==> src/rtl/uart_pkg.sv <==
// Shared types and register-map constants for the memory-mapped UART transmitter.
// UART_TX_PARITY_EN adds an even-parity state between DATA and STOP.
package uart_pkg;

  typedef enum logic [2:0] {
    IDLE,
    START,
    DATA,
`ifdef UART_TX_PARITY_EN
    PARITY,
`endif
    STOP
  } tx_state_t;

  localparam logic [2:0] OFF_TXDATA = 3'h0;
  localparam logic [2:0] OFF_STATUS = 3'h4;

  localparam int ST_FULL  = 0;
  localparam int ST_EMPTY = 1;
  localparam int ST_BUSY  = 2;
  localparam int ST_OVF   = 3;

endpackage

==> src/rtl/uart_tx_fifo.sv <==
// Synchronous first-word-fall-through FIFO; the head entry is visible on rdata while non-empty.
// A push into a full FIFO is accepted only when a pop happens in the same cycle.
module uart_tx_fifo #(
  parameter int DEPTH = 8,
  parameter int WIDTH = 8
) (
  input  logic                     clk,
  input  logic                     rst,
  input  logic                     push,
  input  logic                     pop,
  input  logic [WIDTH-1:0]         wdata,
  output logic [WIDTH-1:0]         rdata,
  output logic                     full,
  output logic                     empty,
  output logic [$clog2(DEPTH):0]   count
);

  localparam int AW = $clog2(DEPTH);

  logic [WIDTH-1:0] mem [DEPTH];
  logic [AW-1:0]    wr_ptr;
  logic [AW-1:0]    rd_ptr;
  logic             do_push;
  logic             do_pop;

  assign full    = count == (AW+1)'(DEPTH);
  assign empty   = count == '0;
  assign do_pop  = pop && !empty;
  assign do_push = push && (!full || do_pop);
  assign rdata   = mem[rd_ptr];

  // Pointers are exactly AW bits wide, so they wrap modulo DEPTH on their own.
  always_ff @(posedge clk) begin
    if (rst) begin
      wr_ptr <= '0;
      rd_ptr <= '0;
      count  <= '0;
    end else begin
      if (do_push) wr_ptr <= wr_ptr + 1'b1;
      if (do_pop)  rd_ptr <= rd_ptr + 1'b1;
      case ({do_push, do_pop})
        2'b10:   count <= count + 1'b1;
        2'b01:   count <= count - 1'b1;
        default: count <= count;
      endcase
    end
  end

  // NOTE: the storage array has no reset; it is only read once count says the entry is valid.
  always_ff @(posedge clk) begin
    if (do_push) mem[wr_ptr] <= wdata;
  end

endmodule

==> src/rtl/mmio_uart_tx.sv <==
// Memory-mapped 8N1 UART transmitter: address decode, STATUS/ovf, baud counter and TX FSM.
// Define UART_TX_PARITY_EN to append an even-parity bit after the eight data bits.
module mmio_uart_tx
  import uart_pkg::*;
#(
  parameter logic [31:0] BASE_ADDR  = 32'h0000_1000,
  parameter int          CLK_DIV    = 868,
  parameter int          FIFO_DEPTH = 8
) (
  input  logic        clk,
  input  logic        rst,
  input  logic [31:0] addr,
  input  logic [31:0] wdata,
  input  logic        we,
  output logic        hit,
  output logic [31:0] rdata,
  output logic        tx
);

  localparam int              CW        = $clog2(CLK_DIV);
  localparam int              CNTW      = $clog2(FIFO_DEPTH) + 1;
  localparam logic [CW-1:0]   BAUD_LAST = CW'(CLK_DIV - 1);
  localparam logic [CNTW-1:0] DEPTH_CNT = CNTW'(FIFO_DEPTH);

  tx_state_t       state;
  logic [CW-1:0]   baud;
  logic [7:0]      shift;
  logic [2:0]      bit_idx;
  logic            ovf;
  logic            busy;
  logic            pop;
  logic            push_ok;
  logic            wr_data;
  logic            wr_status;
  logic            full;
  logic            empty;
  logic [CNTW-1:0] fifo_count;
  logic [7:0]      fifo_head;
  logic [31:0]     status;
  logic            unused_bits;
`ifdef UART_TX_PARITY_EN
  logic            parity_bit;
`endif

  // addr[1:0] and the upper store-data bits carry no meaning for this block.
  assign unused_bits = ^{addr[1:0], wdata[31:8]};

  assign hit       = addr[31:3] == BASE_ADDR[31:3];
  assign wr_data   = hit && we && ({addr[2], 2'b00} == OFF_TXDATA);
  assign wr_status = hit && we && ({addr[2], 2'b00} == OFF_STATUS);
  assign busy      = state != IDLE;
  assign pop       = (state == IDLE) && !empty;
  assign push_ok   = (fifo_count < DEPTH_CNT) || pop;

  uart_tx_fifo #(
    .DEPTH (FIFO_DEPTH),
    .WIDTH (8)
  ) u_fifo (
    .clk   (clk),
    .rst   (rst),
    .push  (wr_data),
    .pop   (pop),
    .wdata (wdata[7:0]),
    .rdata (fifo_head),
    .full  (full),
    .empty (empty),
    .count (fifo_count)
  );

  // NOTE: every bit gets a default before the field writes, so no latch can be inferred.
  always_comb begin
    status         = '0;
    status[ST_FULL]  = full;
    status[ST_EMPTY] = empty;
    status[ST_BUSY]  = busy;
    status[ST_OVF]   = ovf;
  end

  assign rdata = hit ? status : '0;

  // A dropped byte and a clear in the same cycle leave ovf set.
  always_ff @(posedge clk) begin
    if (rst) begin
      ovf <= 1'b0;
    end else if (wr_data && !push_ok) begin
      ovf <= 1'b1;
    end else if (wr_status && wdata[ST_OVF]) begin
      ovf <= 1'b0;
    end
  end

  // NOTE: state and tx are registered together with non-blocking assignments, so tx
  // changes on the same edge the state advances and never glitches.
  always_ff @(posedge clk) begin
    if (rst) begin
      state      <= IDLE;
      baud       <= '0;
      shift      <= '0;
      bit_idx    <= '0;
      tx         <= 1'b1;
`ifdef UART_TX_PARITY_EN
      parity_bit <= 1'b0;
`endif
    end else begin
      case (state)
        IDLE: begin
          tx <= 1'b1;
          if (!empty) begin
            shift      <= fifo_head;
`ifdef UART_TX_PARITY_EN
            parity_bit <= ^fifo_head;
`endif
            baud       <= BAUD_LAST;
            bit_idx    <= '0;
            tx         <= 1'b0;
            state      <= START;
          end
        end
        START: begin
          if (baud == '0) begin
            baud  <= BAUD_LAST;
            tx    <= shift[0];
            state <= DATA;
          end else begin
            baud <= baud - 1'b1;
          end
        end
        DATA: begin
          if (baud == '0) begin
            baud <= BAUD_LAST;
            if (bit_idx == 3'd7) begin
`ifdef UART_TX_PARITY_EN
              tx    <= parity_bit;
              state <= PARITY;
`else
              tx    <= 1'b1;
              state <= STOP;
`endif
            end else begin
              shift   <= {1'b0, shift[7:1]};
              tx      <= shift[1];
              bit_idx <= bit_idx + 1'b1;
            end
          end else begin
            baud <= baud - 1'b1;
          end
        end
`ifdef UART_TX_PARITY_EN
        PARITY: begin
          if (baud == '0) begin
            baud  <= BAUD_LAST;
            tx    <= 1'b1;
            state <= STOP;
          end else begin
            baud <= baud - 1'b1;
          end
        end
`endif
        STOP: begin
          if (baud == '0) begin
            baud  <= BAUD_LAST;
            state <= IDLE;
          end else begin
            baud <= baud - 1'b1;
          end
        end
        default: begin
          tx    <= 1'b1;
          state <= IDLE;
        end
      endcase
    end
  end

endmodule

==> config.mk <==
export PLATFORM = sky130hd
export DESIGN_NAME = mmio_uart_tx
export DESIGN_NICKNAME = d
export VERILOG_FILES = /design/src/rtl/uart_pkg.sv /design/src/rtl/uart_tx_fifo.sv /design/src/rtl/mmio_uart_tx.sv
export SDC_FILE = /design/constraint.sdc
export NUM_CORES = 1
export LEC_CHECK = 0
export ABC_CLOCK_PERIOD_IN_PS = 2920
export CORE_ASPECT_RATIO = 1.25
export CORE_UTILIZATION = 40
export CTS_BUF_LIST = sky130_fd_sc_hd__clkbuf_8
export DETAILED_ROUTE_END_ITERATION = 7
export GPL_TIMING_DRIVEN = 0
export PLACE_DENSITY = 0.71
export SLEW_MARGIN = 20
export SYNTH_ARGS = -nofsm -noshare
export SYNTH_HDL_FRONTEND = slang
export SYNTH_SLANG_ARGS = --single-unit
==> constraint.sdc <==
create_clock -name clk -period 2.92 [get_ports clk]
set_clock_uncertainty 0.15 [all_clocks]
set_input_delay 0.584 -clock clk [delete_from_list [all_inputs] [get_ports clk]]
set_output_delay 0.584 -clock clk [all_outputs]
set_load 0.005 [all_outputs]
Yosys cells after proc, flatten, opt, wreduce, memory -nomap -nowiden
Memory sizes are Yosys's and may differ from the RTL's. A register that Yosys moved wholly into a read port is not among the register bits.
Cells that the tools add are included.

storage, ports and cells
  word-level logic and storage cells = 89
  flip-flop bits (word level) = 36
  memories = 1
  bits in writable memories = 64
  output and inout port bits = 34

operators by class
  muxes and demuxes = 30
  equality and inequality tests = 14
  bitwise logic cells = 2
  reduce and logical (&&, ||, !) cells = 26
  order comparisons = 1
  add/subtract/negate cells = 6

memory list
  name        words  width  rd ports  clocked after memory_dff  write ports  RTL line            RTL
  u_fifo.mem  8      8      1         1                         1            uart_tx_fifo.sv:20  logic [WIDTH-1:0] mem [DEPTH];

operator list
  operator                                                number
  two-way mux 3 bit                                       10
  equality test 29 x 10 -> 1 bit (second input constant)  1
  two-way mux 8 bit                                       3
  two-way mux 10 bit                                      2
  case mux 10 bit (2 select lines)                        1
  case mux 8 bit (2 select lines)                         1
  inequality test 2 bit (second input constant)           6
  case mux 3 bit (4 select lines)                         1
  zero test 10 bit                                        1
  subtractor 10 x 1 -> 10 bit (second input constant)     1
  adder 3 x 1 -> 3 bit (second input constant)            3
  logical AND 1 bit                                       8
  two-way mux 1 bit                                       8
  case mux 4 bit (2 select lines)                         1
  nonzero test 2 bit                                      4
  equality test 3 x 2 -> 1 bit (second input constant)    2
  case mux 3 bit (2 select lines)                         1
  AND reduction 5 bit                                     1
  adder 4 x 1 -> 4 bit (second input constant)            1
  equality test 4 bit (second input constant)             1
  zero test 4 bit                                         1
  less-than comparator 4 bit (second input constant)      1
  two-way mux 4 bit                                       1
  case mux 1 bit (4 select lines)                         1
  14 further kinds                                        18

Depth between registers and ports, before layout
  depth in word-level cells = 8
  gate-level depth with buffers = 13
  gate-level depth less buffers = 12

Cells and area by module
A second synthesis with hierarchy kept.

second synthesis, totals
  cells, all modules = 380
  area total of the unflattened synthesis = 4,959.8 um2

modules (own cells, without submodules)
  module        cells an instance  times used  area each (um2)
  uart_tx_fifo  179                1           3,215.6
  mmio_uart_tx  201                1           1,744.2

Least setup slack after synthesis
No wires, ideal clock.

  path kind = input to register
  start = input addr[10]
  end = register u_fifo.count[2]
  required time = 2.700 ns
  stages on the path = 13
  path slack = -0.261 ns
  data arrival time = 2.961 ns
  buffers on the path = 1
  cells stage by stage = nor4b_1 > nand4_1 > or2_2 > clkbuf_1 > inv_1 > nand3_1 > ha_1 > xor2_1 > ha_1 > a21oi_1 > xor2_1 > or3_1 > a21oi_1

between the ends
  longest elaborated chain between the ends = 6

RTL lines
  item                                                                          RTL line            RTL
  from (decl)                                                                   mmio_uart_tx.sv:12  input logic [31:0] addr,
  equality test 29 x 10 -> 1 bit (*)                                            mmio_uart_tx.sv:48  assign hit = addr[31:3] == BASE_ADDR[31:3];
  net hit                                                                       mmio_uart_tx.sv:15  output logic hit,
  logical AND 1 bit (*) (2 in series)                                           mmio_uart_tx.sv:49  assign wr_data = hit && we && ({addr[2], 2'b00} == OFF_TXDATA);
  logical AND 1 bit (*)                                                         uart_tx_fifo.sv:29  assign do_push = push && (!full || do_pop);
  equality test 2 x 1 -> 1 bit / equality test 2 bit (equally long branches)    uart_tx_fifo.sv:41  case ({do_push, do_pop})
  case mux 4 bit (2 select lines) / nonzero test 2 bit (equally long branches)  --
  to (signal assigned)                                                          uart_tx_fifo.sv:42  2'b10: count <= count + 1'b1;
  to (signal assigned)                                                          uart_tx_fifo.sv:43  2'b01: count <= count - 1'b1;
  to (signal assigned)                                                          uart_tx_fifo.sv:44  default: count <= count;
  to (decl)                                                                     uart_tx_fifo.sv:15  output logic [$clog2(DEPTH):0] count

The timed path passes the listed nets; every way through them passes the cells marked *.
A chain may end at the register's enable or synchronous reset.

Worst setup path after layout
  start = input addr[13]
  end = output rdata[3]

between the ends
  longest elaborated chain between the ends = 2

RTL lines
  item                            RTL line            RTL
  equality test 29 x 10 -> 1 bit  mmio_uart_tx.sv:48
  two-way mux 4 bit               mmio_uart_tx.sv:79  assign rdata = hit ? status : '0;
  to (decl)                       mmio_uart_tx.sv:16  output logic [31:0] rdata,

Every way passes these cells.

==> results.yml <==
pwr:
  comb_power_share: 0.148
  p_int_uw: 2150
  pwr-share-clk: 0.315
  seq_power_share: 0.537
  total_leakage_power_uw: 0.00251
  vdd_drop_max_mv: 0.378
  totalPowerFinal_uw: 2940
  netSwitchingPower_uw: 794
  switching_fraction: 0.270
  power_density_nw_per_um2: 462
placement:
  place_hpwl_mm: 7.64
  gp_congestion: 0.804
  placed_cell_count: 647
  numPortBuffers: 46
synthesis:
  dominantRegCellSynth: "edfxtp_1"
  synthesis.area_um2: 4940
  number_of_flops_mapped_to_enable_cells_by_yosys: 64
  netlist-cell-type-count: 57
  async_reset_ff_frac: 0
  sequential_cell_area_fraction_in_the_yosys_report: 0.543
  synth_seq_cells: 102
  syn_avg_cell_area_um2: 12.2
  synth.yosys.warnings: 0
  synthCells: 406
drt:
  drt.antenna.violating_nets: 0
  detail_route.vias_per_cell: 5.23
  drc: 0
  drt_iter0_drc: 178
  wl_per_cell_um: 16.2
  totalWireLength_mm: 11.1
  drtPass1Iterations: 4
  via_count: 3579
clock_tree:
  tritoncts: "done"
  clockBufferDepth: 2
  clk_lat_worst_skew_ps: 380
  cts-buffers-inserted: 9
  cts_hold_repair.buffers: 0
  tritoncts_num_sinks: 102
  cts-root-buf: "clkbuf_8"
  clkTransAtPathRegs_ps: 100
  htreeDepth: 3
timing:
  setup_tns_ps: 0
  drv_slew: 0
  max_freq_ghz: 0.354
  finalHoldViolCount: 0
  transition_time_at_the_pin_with_the_least_slew_margin_ps: 755
  timing.slew.headroom: 0.497
  final-setup-viol-count: 0
  layout_worst_path_cycle_share: 0.967
  final_period_minus_worst_setup_slack_ps: 2820
worst_setup_path:
  r2r_cells: 13
  cp.required_ps: 2190
  worst-setup-path-type: "in2out"
  critPathLaunch: "addr[13]"
  timing.rr.end: "u_fifo.count[2]$_SDFFE_PP0P_"
  regToRegStartpoint: "state[1]$_SDFFE_PP0P_"
  start_kind: "input pin"
  worst-endpoint-arrival_ps: 2090
  critical_path.max_fanout: 4
  ff2ff_setup_slack_ps: 140
  critPathCaptureType: "primary output"
  endpoint: "rdata[3]"
cells_and_area:
  multi_input_combinational_cell_area_um2: 2210
  post_route_cells_drive_above_1_share: 0.262
  fin_nets: 595
  antenna_cells: 0
  fillers: 1021
  instances_no_fill: 684
  area.sequential_um2: 2680
  syn_to_final_growth_pct: 29.0
grt:
  grt_pass1_wl_mm: 17.7
  largest_net_degree_at_the_start_of_global_routing: 19
  grt_antenna_before_repair: 0
  global_route.overflow_total: 0
  vias_in_the_first_global_route: 3642
  grtUsageTotal: 0.183
hold_path:
  hold_class: "reg2reg"
floorplan:
  fp.dieW_um: 101
  floorplan_die_area_um2: 12800
  num_io_pins: 101
  core_area_um2: 12100
  rows: 45
  initial_core_util: 0.408
  die-height_um: 126
status:
  outcome: "completed"
job:
  maxCapViolCount: 0
-- metal layers --
metal,GRT usage,wire length [um],vias up
met1,0.196,4320,1744
met2,0.332,6050,97
met4,0.0835,194,0
met3,0.0444,498,16
li1,-,-,1722
met5,0,0,-
-- critical path: stages --
cell             delay [ps]
clkdlybuf4s50_1         410
nor3_2                  150
nand4_1                 130
or2_4                   310
clkinv_4                 70
buf_4                   100
and2_1                  120
clkdlybuf4s15_2         210
-- registers in the layout, summed over array words and instances (netlist names), named ones only --
register	flops
u_fifo.wr_ptr	3
state	2
tx	1
bit_idx	3
baud	10
u_fifo.mem	64
u_fifo.count	4
u_fifo.rd_ptr	3
shift	8
ovf	1
-- timing repair --
item                       4_1_cts  5_1_grt
pin swaps                       10       15
gates resized for setup         28       37
setup endpoints to repair       23       10
setup buffers                   22        3
-- final cells by class --
class,count,share of cell area
Inverter,10,0.00668
Clock buffer,9,0.0195
Tap cell,164,0.0322
Sequential cell,102,0.422
Clock inverter,7,0.0130
Timing Repair Buffer,72,0.110
Buffer,48,0.0489
Multi-Input combinational cell,272,0.348
-- power by group through the flow --
stage	logic, uW	registers (uW)	clock network [uW]
3_3_place_gp	414	1610	0
5_1_grt	479	1590	1000
2_1_floorplan	274	1610	0
3_5_place_dp	425	1610	0
4_1_cts	427	1580	945
6_report	435	1580	928
-- worst min-delay path by stage --
stage / start / to / slack, ps / depth (start not counted)
2_1_floorplan: shift[7]$_SDFFE_PP0P_ / shift[7]$_SDFFE_PP0P_ / 300 / 2
3_3_place_gp: shift[6]$_SDFFE_PP0P_ / shift[6]$_SDFFE_PP0P_ / 310 / 2
3_5_place_dp: shift[7]$_SDFFE_PP0P_ / shift[7]$_SDFFE_PP0P_ / 320 / 2
4_1_cts: shift[6]$_SDFFE_PP0P_ / shift[6]$_SDFFE_PP0P_ / 330 / 2
5_1_grt: shift[7]$_SDFFE_PP0P_ / shift[7]$_SDFFE_PP0P_ / 360 / 2
6_report: shift[7]$_SDFFE_PP0P_ / shift[7]$_SDFFE_PP0P_ / 340 / 2
-- cell families after synthesis --
family | share of synthesized area
AND/OR/NAND/NOR | 0.152
flip-flops | 0.543
AO/OA/AOI/OAI | 0.0953
buffers and inverters | 0.0705
multiplexers | 0.0963
adder cells (fa/ha/maj) | 0.0330
XOR/XNOR | 0.00887
other | 0.000760
-- Yosys cell counts, types with 4 or more instances --
| master | count | area (um2) |
|---|---|---|
| o21ai_0 | 15 | 75.1 |
| and4_1 | 5 | 43.8 |
| nand4_1 | 8 | 50.1 |
| mux4_2 | 16 | 360 |
| nor2_1 | 29 | 109 |
| mux2_2 | 4 | 45.0 |
| nand3_1 | 9 | 45.0 |
| nor3_1 | 7 | 35.0 |
| clkbuf_1 | 9 | 33.8 |
| edfxtp_1 | 64 | 1920 |
| nor4_1 | 15 | 93.8 |
| xor2_1 | 5 | 43.8 |
| buf_4 | 29 | 218 |
| a31oi_1 | 4 | 25.0 |
| nand2_1 | 9 | 33.8 |
| a21oi_1 | 24 | 120 |
| dfxtp_1 | 38 | 761 |
| ha_1 | 13 | 163 |
| mux2i_1 | 7 | 70.1 |
| o22ai_1 | 7 | 43.8 |
| nor2b_1 | 13 | 81.3 |
| or2_2 | 4 | 25.0 |
| or4_1 | 8 | 60.1 |
| inv_1 | 10 | 37.5 |
| buf_2 | 6 | 30.0 |
-- stage by stage --
step           instance area (um2)   util  setup WS, ps  hold WS [ps]
2_1_floorplan                 5110      -          4.36           300
3_3_place_gp                  5770  0.477         -1270           311
3_5_place_dp                  5820  0.481          -631           319
4_1_cts                       6250  0.516          1.24           335
5_1_grt                       6370  0.526         -9.47           359
6_report                      6370  0.526          97.2           336
-- layout by cell type (no fill, tap or decap), drive strengths merged, types with 3 or more instances in the layout --
master | synthesis | final
dfxtp | 38 | 38
clkdlybuf4s50 | 0 | 16
dlymetal6s2s | 0 | 23
nand3 | 9 | 9
nand2b | 3 | 3
o211ai | 3 | 3
nand2 | 9 | 9
or4 | 8 | 8
ha | 13 | 13
a31oi | 4 | 4
nor3 | 8 | 8
nor2 | 29 | 29
dlygate4sd2 | 0 | 4
edfxtp | 64 | 64
a21oi | 24 | 24
buf | 38 | 64
and4 | 5 | 5
or2 | 4 | 4
xor2 | 5 | 5
clkbuf | 11 | 20
o21ai | 15 | 15
mux2i | 7 | 7
nor2b | 13 | 13
mux4 | 16 | 16
mux2 | 4 | 4
conb | 1 | 28
nand4 | 8 | 8
nor4 | 15 | 15
inv | 10 | 13
o22ai | 7 | 7
clkinv | 0 | 3
Note: power is estimated with default switching activity, not from simulation.
